[config.mk]
export PLATFORM = sky130hd
export DESIGN_NAME = multicycle_control_fsm
export DESIGN_NICKNAME = d
export VERILOG_FILES = /design/src/rtl/multicycle_control_fsm.sv
export SDC_FILE = /design/constraint.sdc
export NUM_CORES = 1
export LEC_CHECK = 0
export ABC_AREA = 1
export BUFFER_PORTS_ARGS = -buffer_cell sky130_fd_sc_hd__buf_2
export CAP_MARGIN = 5
export CORE_UTILIZATION = 40
export CTS_CLUSTER_SIZE = 30
export DETAILED_ROUTE_END_ITERATION = 8
export PLACE_DENSITY = 0.83
export SETUP_SLACK_MARGIN = 0.4
export SYNTH_ARGS = -nofsm -noshare
export SYNTH_HDL_FRONTEND = slang
export SYNTH_SLANG_ARGS = --single-unit
[constraint.sdc]
create_clock -name clk -period 3.35 [get_ports clk]
set_input_delay 0.335 -clock clk [delete_from_list [all_inputs] [get_ports clk]]
set_output_delay 0.335 -clock clk [all_outputs]
set_load 0.1 [all_outputs]
[src/rtl/multicycle_control_fsm.sv]
// Multicycle RV32I control unit: one state per cycle, Moore decode of state + latched instr.
// Drives every datapath select/enable and reports retire (instr_done) and illegal-opcode (trap).
module multicycle_control_fsm #(
  parameter int STATE_W = 4
) (
  input  logic               clk,
  input  logic               reset,
  input  logic [31:0]        instr,
  input  logic               zero,
  input  logic               carry,
  input  logic               sign,
  input  logic               overflow,
  output logic               pc_write,
  output logic               adr_src,
  output logic               mem_write,
  output logic               ir_write,
  output logic               reg_write,
  output logic [1:0]         result_src,
  output logic [1:0]         alu_src_a,
  output logic [1:0]         alu_src_b,
  output logic [2:0]         imm_src,
  output logic [3:0]         alu_control,
  output logic [STATE_W-1:0] state,
  output logic               instr_done,
  output logic               trap
);

  typedef enum logic [3:0] {
    S_FETCH     = 4'd0,
    S_DECODE    = 4'd1,
    S_MEMADR    = 4'd2,
    S_MEMREAD   = 4'd3,
    S_MEMWB     = 4'd4,
    S_MEMWRITE  = 4'd5,
    S_EXECR     = 4'd6,
    S_EXECI     = 4'd7,
    S_ALUWB     = 4'd8,
    S_JAL       = 4'd9,
    S_JALR      = 4'd10,
    S_JALR_LINK = 4'd11,
    S_BRANCH    = 4'd12,
    S_LUI       = 4'd13,
    S_AUIPC     = 4'd14,
    S_TRAP      = 4'd15
  } state_e;

  localparam logic [6:0] OP_LOAD   = 7'b0000011;
  localparam logic [6:0] OP_STORE  = 7'b0100011;
  localparam logic [6:0] OP_RTYPE  = 7'b0110011;
  localparam logic [6:0] OP_ITYPE  = 7'b0010011;
  localparam logic [6:0] OP_JAL    = 7'b1101111;
  localparam logic [6:0] OP_JALR   = 7'b1100111;
  localparam logic [6:0] OP_BRANCH = 7'b1100011;
  localparam logic [6:0] OP_LUI    = 7'b0110111;
  localparam logic [6:0] OP_AUIPC  = 7'b0010111;

  localparam logic [3:0] ALU_ADD   = 4'd0;
  localparam logic [3:0] ALU_SUB   = 4'd1;
  localparam logic [3:0] ALU_AND   = 4'd2;
  localparam logic [3:0] ALU_OR    = 4'd3;
  localparam logic [3:0] ALU_XOR   = 4'd4;
  localparam logic [3:0] ALU_SLT   = 4'd5;
  localparam logic [3:0] ALU_SLTU  = 4'd6;
  localparam logic [3:0] ALU_SLL   = 4'd7;
  localparam logic [3:0] ALU_SRL   = 4'd8;
  localparam logic [3:0] ALU_SRA   = 4'd9;
  localparam logic [3:0] ALU_PASSB = 4'd10;

  localparam logic [2:0] IMM_I = 3'd0;
  localparam logic [2:0] IMM_S = 3'd1;
  localparam logic [2:0] IMM_B = 3'd2;
  localparam logic [2:0] IMM_J = 3'd3;
  localparam logic [2:0] IMM_U = 3'd4;

  state_e      r_state;
  state_e      w_state_next;
  logic [6:0]  w_opcode;
  logic [2:0]  w_funct3;
  logic        w_funct7b5;
  logic [3:0]  w_alu_op;
  logic        w_take;
  logic        w_unused_instr_bits;

  assign w_opcode   = instr[6:0];
  assign w_funct3   = instr[14:12];
  assign w_funct7b5 = instr[30];
  assign w_unused_instr_bits = ^{instr[31], instr[29:15], instr[11:7]};

  assign state = STATE_W'(r_state);
  assign trap  = (r_state == S_TRAP);

  always_ff @(posedge clk or negedge reset) begin
    if (!reset) begin
      r_state <= S_FETCH;
    end else begin
      r_state <= w_state_next;
    end
  end

  always_comb begin
    w_state_next = r_state;
    case (r_state)
      S_FETCH:  w_state_next = S_DECODE;
      S_DECODE: begin
        case (w_opcode)
          OP_LOAD, OP_STORE: w_state_next = S_MEMADR;
          OP_RTYPE:          w_state_next = S_EXECR;
          OP_ITYPE:          w_state_next = S_EXECI;
          OP_JAL:            w_state_next = S_JAL;
          OP_JALR:           w_state_next = S_JALR;
          OP_BRANCH:         w_state_next = S_BRANCH;
          OP_LUI:            w_state_next = S_LUI;
          OP_AUIPC:          w_state_next = S_AUIPC;
          default:           w_state_next = S_TRAP;
        endcase
      end
      S_MEMADR:    w_state_next = (w_opcode == OP_LOAD) ? S_MEMREAD : S_MEMWRITE;
      S_MEMREAD:   w_state_next = S_MEMWB;
      S_EXECR, S_EXECI, S_JAL, S_JALR_LINK, S_LUI, S_AUIPC:
                   w_state_next = S_ALUWB;
      S_JALR:      w_state_next = S_JALR_LINK;
      S_MEMWB, S_MEMWRITE, S_ALUWB, S_BRANCH:
                   w_state_next = S_FETCH;
      S_TRAP:      w_state_next = S_TRAP;
      default:     w_state_next = S_FETCH;
    endcase
  end

  // Shared R/I op table; only R-type lets funct7b5 turn ADD into SUB.
  always_comb begin
    w_alu_op = ALU_ADD;
    case (w_funct3)
      3'b000: w_alu_op = ((r_state == S_EXECR) && w_funct7b5) ? ALU_SUB : ALU_ADD;
      3'b001: w_alu_op = ALU_SLL;
      3'b010: w_alu_op = ALU_SLT;
      3'b011: w_alu_op = ALU_SLTU;
      3'b100: w_alu_op = ALU_XOR;
      3'b101: w_alu_op = w_funct7b5 ? ALU_SRA : ALU_SRL;
      3'b110: w_alu_op = ALU_OR;
      3'b111: w_alu_op = ALU_AND;
      default: w_alu_op = ALU_ADD;
    endcase
  end

  always_comb begin
    w_take = 1'b0;
    case (w_funct3)
      3'b000: w_take = zero;
      3'b001: w_take = ~zero;
      3'b100: w_take = sign ^ overflow;
      3'b101: w_take = ~(sign ^ overflow);
      3'b110: w_take = ~carry;
      3'b111: w_take = carry;
      default: w_take = 1'b0;
    endcase
  end

  always_comb begin
    pc_write    = 1'b0;
    adr_src     = 1'b0;
    mem_write   = 1'b0;
    ir_write    = 1'b0;
    reg_write   = 1'b0;
    result_src  = 2'b00;
    alu_src_a   = 2'b00;
    alu_src_b   = 2'b00;
    imm_src     = IMM_I;
    alu_control = ALU_ADD;
    instr_done  = 1'b0;
    case (r_state)
      S_FETCH: begin
        ir_write   = 1'b1;
        alu_src_b  = 2'b10;
        result_src = 2'b10;
        pc_write   = 1'b1;
      end
      S_DECODE: begin
        alu_src_a = 2'b01;
        alu_src_b = 2'b01;
        imm_src   = (w_opcode == OP_JAL) ? IMM_J : IMM_B;
      end
      S_MEMADR: begin
        alu_src_a = 2'b10;
        alu_src_b = 2'b01;
        imm_src   = (w_opcode == OP_LOAD) ? IMM_I : IMM_S;
      end
      S_MEMREAD:  adr_src = 1'b1;
      S_MEMWB: begin
        result_src = 2'b01;
        reg_write  = 1'b1;
        instr_done = 1'b1;
      end
      S_MEMWRITE: begin
        adr_src    = 1'b1;
        mem_write  = 1'b1;
        instr_done = 1'b1;
      end
      S_EXECR: begin
        alu_src_a   = 2'b10;
        alu_control = w_alu_op;
      end
      S_EXECI: begin
        alu_src_a   = 2'b10;
        alu_src_b   = 2'b01;
        alu_control = w_alu_op;
      end
      S_ALUWB: begin
        reg_write  = 1'b1;
        instr_done = 1'b1;
      end
      S_JAL: begin
        alu_src_a = 2'b01;
        alu_src_b = 2'b10;
        pc_write  = 1'b1;
      end
      S_JALR: begin
        alu_src_a  = 2'b10;
        alu_src_b  = 2'b01;
        result_src = 2'b10;
        pc_write   = 1'b1;
      end
      S_JALR_LINK: begin
        alu_src_a = 2'b01;
        alu_src_b = 2'b10;
      end
      S_BRANCH: begin
        alu_src_a   = 2'b10;
        alu_control = ALU_SUB;
        pc_write    = w_take;
        instr_done  = 1'b1;
      end
      S_LUI: begin
        alu_src_b   = 2'b01;
        imm_src     = IMM_U;
        alu_control = ALU_PASSB;
      end
      S_AUIPC: begin
        alu_src_a = 2'b01;
        alu_src_b = 2'b01;
        imm_src   = IMM_U;
      end
      default: ;
    endcase
  end

endmodule

==> results by group, run 1 <==
Drt
  – Initial DRT Pass Iterations: 4
  – 1st-iter DRT viols: 22
  – Drt drc: 0
  – Via-to-Cell Ratio: 4.80
  – Final ANT Viol Nets: 0
  – Routed WL: 1960 um
  – Total number of vias: 1,013
  – WL/cell: 9.29 um

Global route
  – Global-route usage over all layers: 0.208
  – Global-route wire length before repair: 3210 um
  – Largest net degree at the start of global routing: 8
  – Initial antenna violation count: 0
  – Vias in the first global route: 851
  – GRT Residual Overflow: 0

Placed design
  – Gpl congestion: 0.889
  – Post-DP HPWL: 1680 um
  – Buffers on Ports: 40
  – Placed cells: 207

Setup path
  – Crit end category: output pin
  – CP required: 3.01 ns
  – Critical path origin: state[1]
  – Worst Path Max Fanout: 7
  – R2r startpoint: state[1]
  – Worst EP arrival: 1.89 ns
  – Type of the worst setup path: reg2out
  – Setup crit start kind: flop

STA
  – Final hold viol count: 0
  – Setup TNS Final: 0 ns
  – Max Fclk: 449 MHz
  – Slew Limit Fails: 0
  – Fin crit period: 2.23 ns
  – Unrepaired setup endpoints after global routing: false
  – Final setup fails: 0
  – Tightest Pin Transition: 0.489 ns
  – Final worst clock skew: 0.00248 ns
  – Rel. slew slack: 0.676
  – Period utilisation layout: 0.665

Clock network
  – Skew-Pair Late Insertion Delay: 0.24 ns
  – Worst-path clk slew: 0.04 ns
  – Total CTS buffers: 3
  – Maximum root-to-sink buffer count: 2
  – CTS tree: yes
  – Post_cts resized: 0
  – Clk sinks: 4
  – H-tree depth: 1
  – Root buf cell: clkbuf_4

Finish
  – Ant. Diodes: 0
  – Area grow syn2layout: 38.8%
  – Final std cells w/o fill: 211
  – Most frequent cells in the layout: 40 x buf_2, 35 x nand2_1, 25 x nor2_1
  – Layout cell share with drive strength beyond 1: 0.403
  – Most common cell after layout, fill and taps aside: buf_2
  – Fill cells: 188
  – # nets final: 226
  – Max reg flops: 4

Synth
  – Synth Warn #: 0
  – Syn Nets: 180
  – Area share of and/or/nand/nor cells after synthesis: 0.564
  – Synth Area in Compound Gates: 0.151
  – Synthesized area per cell: 5.30 um^2
  – Adder-Cell Fraction of Synth Area: 0
  – Post-synthesis xor/xnor area fraction: 0.0116
  – Cells after synthesis: 142
  – Combinational family with the most area after synthesis: simple AND/OR/NAND/NOR gates
  – Mux share of post-synthesis cell area: 0
  – Mapped Area: 752 um^2
  – Synth Register Bits: 4
  – Register area share after synthesis: 0.133
  – Post-synth cell types: 21

Floorplan
  – DIE AREA: 0.00206 mm^2
  – Die Y: 45.4 um
  – Core area: 0.00175 mm^2
  – Initial Util: 0.431
  – Row cnt: 15
  – I/O pin total: 62
  – Die X: 45.4 um

Min path
  – Worst Hold Class: in2reg
  – Hold Startpoint: instr[6]

Run
  – Max cap viols: 0

Status
  – Status: finished, final reports clean
==> what timing repair did <==
action,CTS,global route
buffers inserted,0,0
hold endpoints to repair,4,0
hold buffers,1,0
==> per-layer routing <==
layer | GRT usage | vias up | wire length, um
met5 | 0 | - | 0
met4 | 0.0182 | 0 | 0
met3 | 0.0360 | 0 | 97
met2 | 0.383 | 38 | 933
met1 | 0.258 | 441 | 929
li1 | - | 534 | -
==> per-stage QoR <==
stage               setup slack [ns]  instance area [um^2]  hold slack (ns)   util
detailed placement              1.41                  1010            0.143  0.579
CTS                             1.14                  1040            0.430  0.598
floorplan                      0.481                   779           0.0394      -
finish                          1.12                  1040            0.439  0.598
global placement                1.40                  1010            0.137  0.579
global route                    1.04                  1040            0.439  0.598
==> path summary, 6_finish.rpt <==
kind / end / slack (ns) / depth (start not counted)
min in group asynchronous: state[2] / 0.45 / 2
max in group asynchronous: state[1] / 2.77 / 2
setup / recovery: pc_write / 1.12 / 6
setup reg to reg: state[0] / 2.11 / 8
hold / removal: state[3] / 0.44 / 3
hold reg to reg: state[3] / 0.65 / 2
==> final cells by class <==
class	count	area (um^2)	area share
inverters	28	105	0.101
repair buffers	41	210	0.201
clock buffers	3	22.5	0.0216
multi-input cells	110	569	0.546
well taps	25	31.3	0.0300
flip-flops and latches	4	105	0.101
==> worst max-delay path, cell delays in order, from the launching register on <==
cell     delay, ns
dfrtp_2       0.45
nor2_1        0.26
inv_2         0.10
nor2_1        0.20
o21ai_0       0.16
nand2_2       0.07
buf_2         0.41
==> cells in the mapped netlist <==
master	instances	area share
xor2_1	1	0.012
inv_1	19	0.095
o211ai_1	2	0.020
inv_2	9	0.045
nand4_1	2	0.017
nor2_4	4	0.060
nand3_1	10	0.067
nor2_1	26	0.13
a31o_2	1	0.012
a21oi_1	7	0.047
a21o_1	1	0.010
nor3_1	2	0.013
nand2_2	1	0.0083
o22ai_2	1	0.017
nand2_1	36	0.18
o21ai_0	7	0.047
nand3_2	1	0.013
nor3_2	2	0.027
dfrtp_1	4	0.13
and2_1	1	0.0083
nor2_2	5	0.042
==> cells by family after synthesis <==
| group | Yosys count |
|---|---|
| and+or+nand+nor | 90 |
| buffers and inverters | 28 |
| AOI/OAI and AO/OA | 19 |
| DFF | 4 |
| xor gates and xnor gates | 1 |
Power of run 1 is left out: the tool's default activity adds up to more than one toggle a clock period on the data nets, which glitch-free logic cannot reach.
==> run 2: changes to the inputs <==
- CORE_UTILIZATION: 40 -> 35
- PLACE_DENSITY: 0.83 -> 0.77
- clock period: 3.35 -> 1.8 ns (I/O delays scaled with it)
==> run 2 against run 1 <==
  * Core utilization up 33 points
  * Highest routed layer is now met4
  * Clock-buffer cell count is the same
  * Cell count grew 11%
  * Register-to-register slack worse by 1.8 ns
  * Sequential share of layout area decreased by 3.8 points
  * The flow now finishes with violations (setup timing)
  * Clock skew up 0.0055 ns
  * Non-clock buffer count up 21
  * Via count is 40% higher
  * Global-route usage up 12 points
  * Worst hold slack lost 0.12 ns
==> results by group, run 2 (synthesis results as in run 1) <==
Clock network
  – Total CTS buffers: 3
  – Clk sinks: 4
  – Worst-path clk slew: 0.05 ns
  – CTS tree: yes
  – Root buf cell: clkbuf_4
  – Maximum root-to-sink buffer count: 2
  – H-tree depth: 1
  – Skew-Pair Late Insertion Delay: 0.25 ns

Drt
  – Drt drc: 0
  – Final ANT Viol Nets: 0
  – Initial DRT Pass Iterations: 6
  – WL/cell: 20.9 um
  – Routed WL: 4890 um
  – Total number of vias: 1,419
  – Via-to-Cell Ratio: 6.06
  – 1st-iter DRT viols: 103

Global route
  – Vias in the first global route: 1,211
  – Initial antenna violation count: 0
  – GRT Residual Overflow: 0
  – Largest net degree at the start of global routing: 8
  – Global-route usage over all layers: 0.326
  – Global-route wire length before repair: 5840 um

Status
  – Failing checks: setup timing
  – Status: complete, but fails checks

Floorplan
  – DIE AREA: 0.00234 mm^2
  – Core area: 0.00198 mm^2
  – Row cnt: 16
  – Die Y: 48.4 um
  – I/O pin total: 62
  – Die X: 48.4 um
  – Initial Util: 0.379

Setup path
  – End of the critical path: pc_write
  – Worst Path Max Fanout: 4
  – CP required: 1.62 ns
  – R2r startpoint: state[0]
  – Setup crit start kind: flop
  – Crit path cell chain: nor2_2 -> inv_2 -> nor2_4 -> inv_4 -> nand2_8 -> a21oi_2 -> nand2_4 -> buf_12
  – Reg2reg end: state[1]
  – Crit end category: output pin
  – Critical path origin: state[1]
  – Crit path largest cell delay: 0.52 ns
  – Critical path's slowest cell: dfrtp_4
  – Type of the worst setup path: reg2out
  – R2R setup slack: 0.32 ns
  – Worst EP arrival: 1.72 ns
  – Cells on worst reg2reg path: 8

STA
  – Max Fclk: 525 MHz
  – Final hold viol count: 0
  – Final setup fails: 6
  – Unrepaired setup endpoints after global routing: true
  – WHS: 0.317 ns
  – Slack of the critical path: -0.103 ns
  – Rel. slew slack: 0.656
  – Tightest Pin Transition: 0.520 ns
  – Slew Limit Fails: 0
  – Final worst clock skew: 0.00795 ns
  – Period utilisation layout: 1.06
  – Fin crit period: 1.90 ns

Finish
  – Max reg flops: 4
  – Ant. Diodes: 0
  – Most common cell after layout, fill and taps aside: nand2_1
  – # nets final: 247
  – Layout cell share with drive strength beyond 1: 0.633
  – Most frequent cells in the layout: 22 x nand2_1, 19 x buf_12, 18 x buf_2
  – Area grow syn2layout: 145%
  – Fill cells: 70

Min path
  – Worst Hold Class: in2async

Placed design
  – Buffers on Ports: 40
  – Post-DP HPWL: 2370 um
  – Gpl congestion: 0.903

Run
  – Max cap viols: 0
==> run 2: cell count changes in the layout (fill, tap and decap cells not counted), moves of 7 or more <==
cell / before / now
nand2_1: 35 / 22
buf_6: 0 / 8
buf_12: 0 / 19
buf_4: 0 / 14
nor2_4: 6 / 14
nor2_1: 25 / 14
buf_2: 40 / 18
inv_4: 0 / 7
==> run 2: worst min-delay path by stage <==
stage / from / to / cells after the start
2_1_floorplan: reset / state[0] / 0
3_3_place_gp: reset / state[3] / 1
5_1_grt: reset / state[1] / 2
3_5_place_dp: reset / state[0] / 1
6_report: reset / state[1] / 2
4_1_cts: reset / state[3] / 2
==> run 2: layout make-up <==
| class | instances | area [um^2] | share of cell area |
|---|---|---|---|
| Clock buffer | 3 | 22.5 | 0.0122 |
| Multi-Input combinational cell | 110 | 838 | 0.455 |
| Timing Repair Buffer | 62 | 708 | 0.385 |
| Inverter | 28 | 123 | 0.0666 |
| Tap cell | 27 | 33.8 | 0.0184 |
| Sequential cell | 4 | 115 | 0.0625 |
==> run 2: metrics by stage <==
| step | setup TNS [ns] | std cells | worst slack (ns) | instance area (um^2) | utilization |
|---|---|---|---|---|---|
| global placement | 0 | 211 | 0.141 | 1500 | 0.754 |
| detailed placement | 0 | 211 | 0.0982 | 1500 | 0.754 |
| global route | -0.467 | 234 | -0.114 | 1840 | 0.929 |
| finish | -0.351 | 234 | -0.103 | 1840 | 0.929 |
| CTS | 0 | 225 | 0.0290 | 1670 | 0.845 |
| floorplan | -4.18 | 142 | -0.806 | 976 | - |
==> run 2: critical path, delay by kind of cell (launching register included) <==
kind | cells | cell delay (ns)
flip-flops | 1 | 0.52
AND/OR/NAND/NOR | 4 | 0.51
buffers and inverters | 3 | 0.37
AO/OA/AOI/OAI | 1 | 0.05
==> run 2: metal layers <==
metal	wire [um]	track usage
met2	2340	0.582
met5	0	0
met3	530	0.0377
met4	268	0.167
met1	1750	0.382
==> run 2: what timing repair did <==
action,in CTS,in global routing
hold buffers,1,0
resized for setup,22,31
pin swaps,9,5
hold endpoints to repair,4,0
endpoints found under the setup margin,20,25
buffers inserted,10,9
cloned,0,0
Power of run 2 is left out for the same reason.
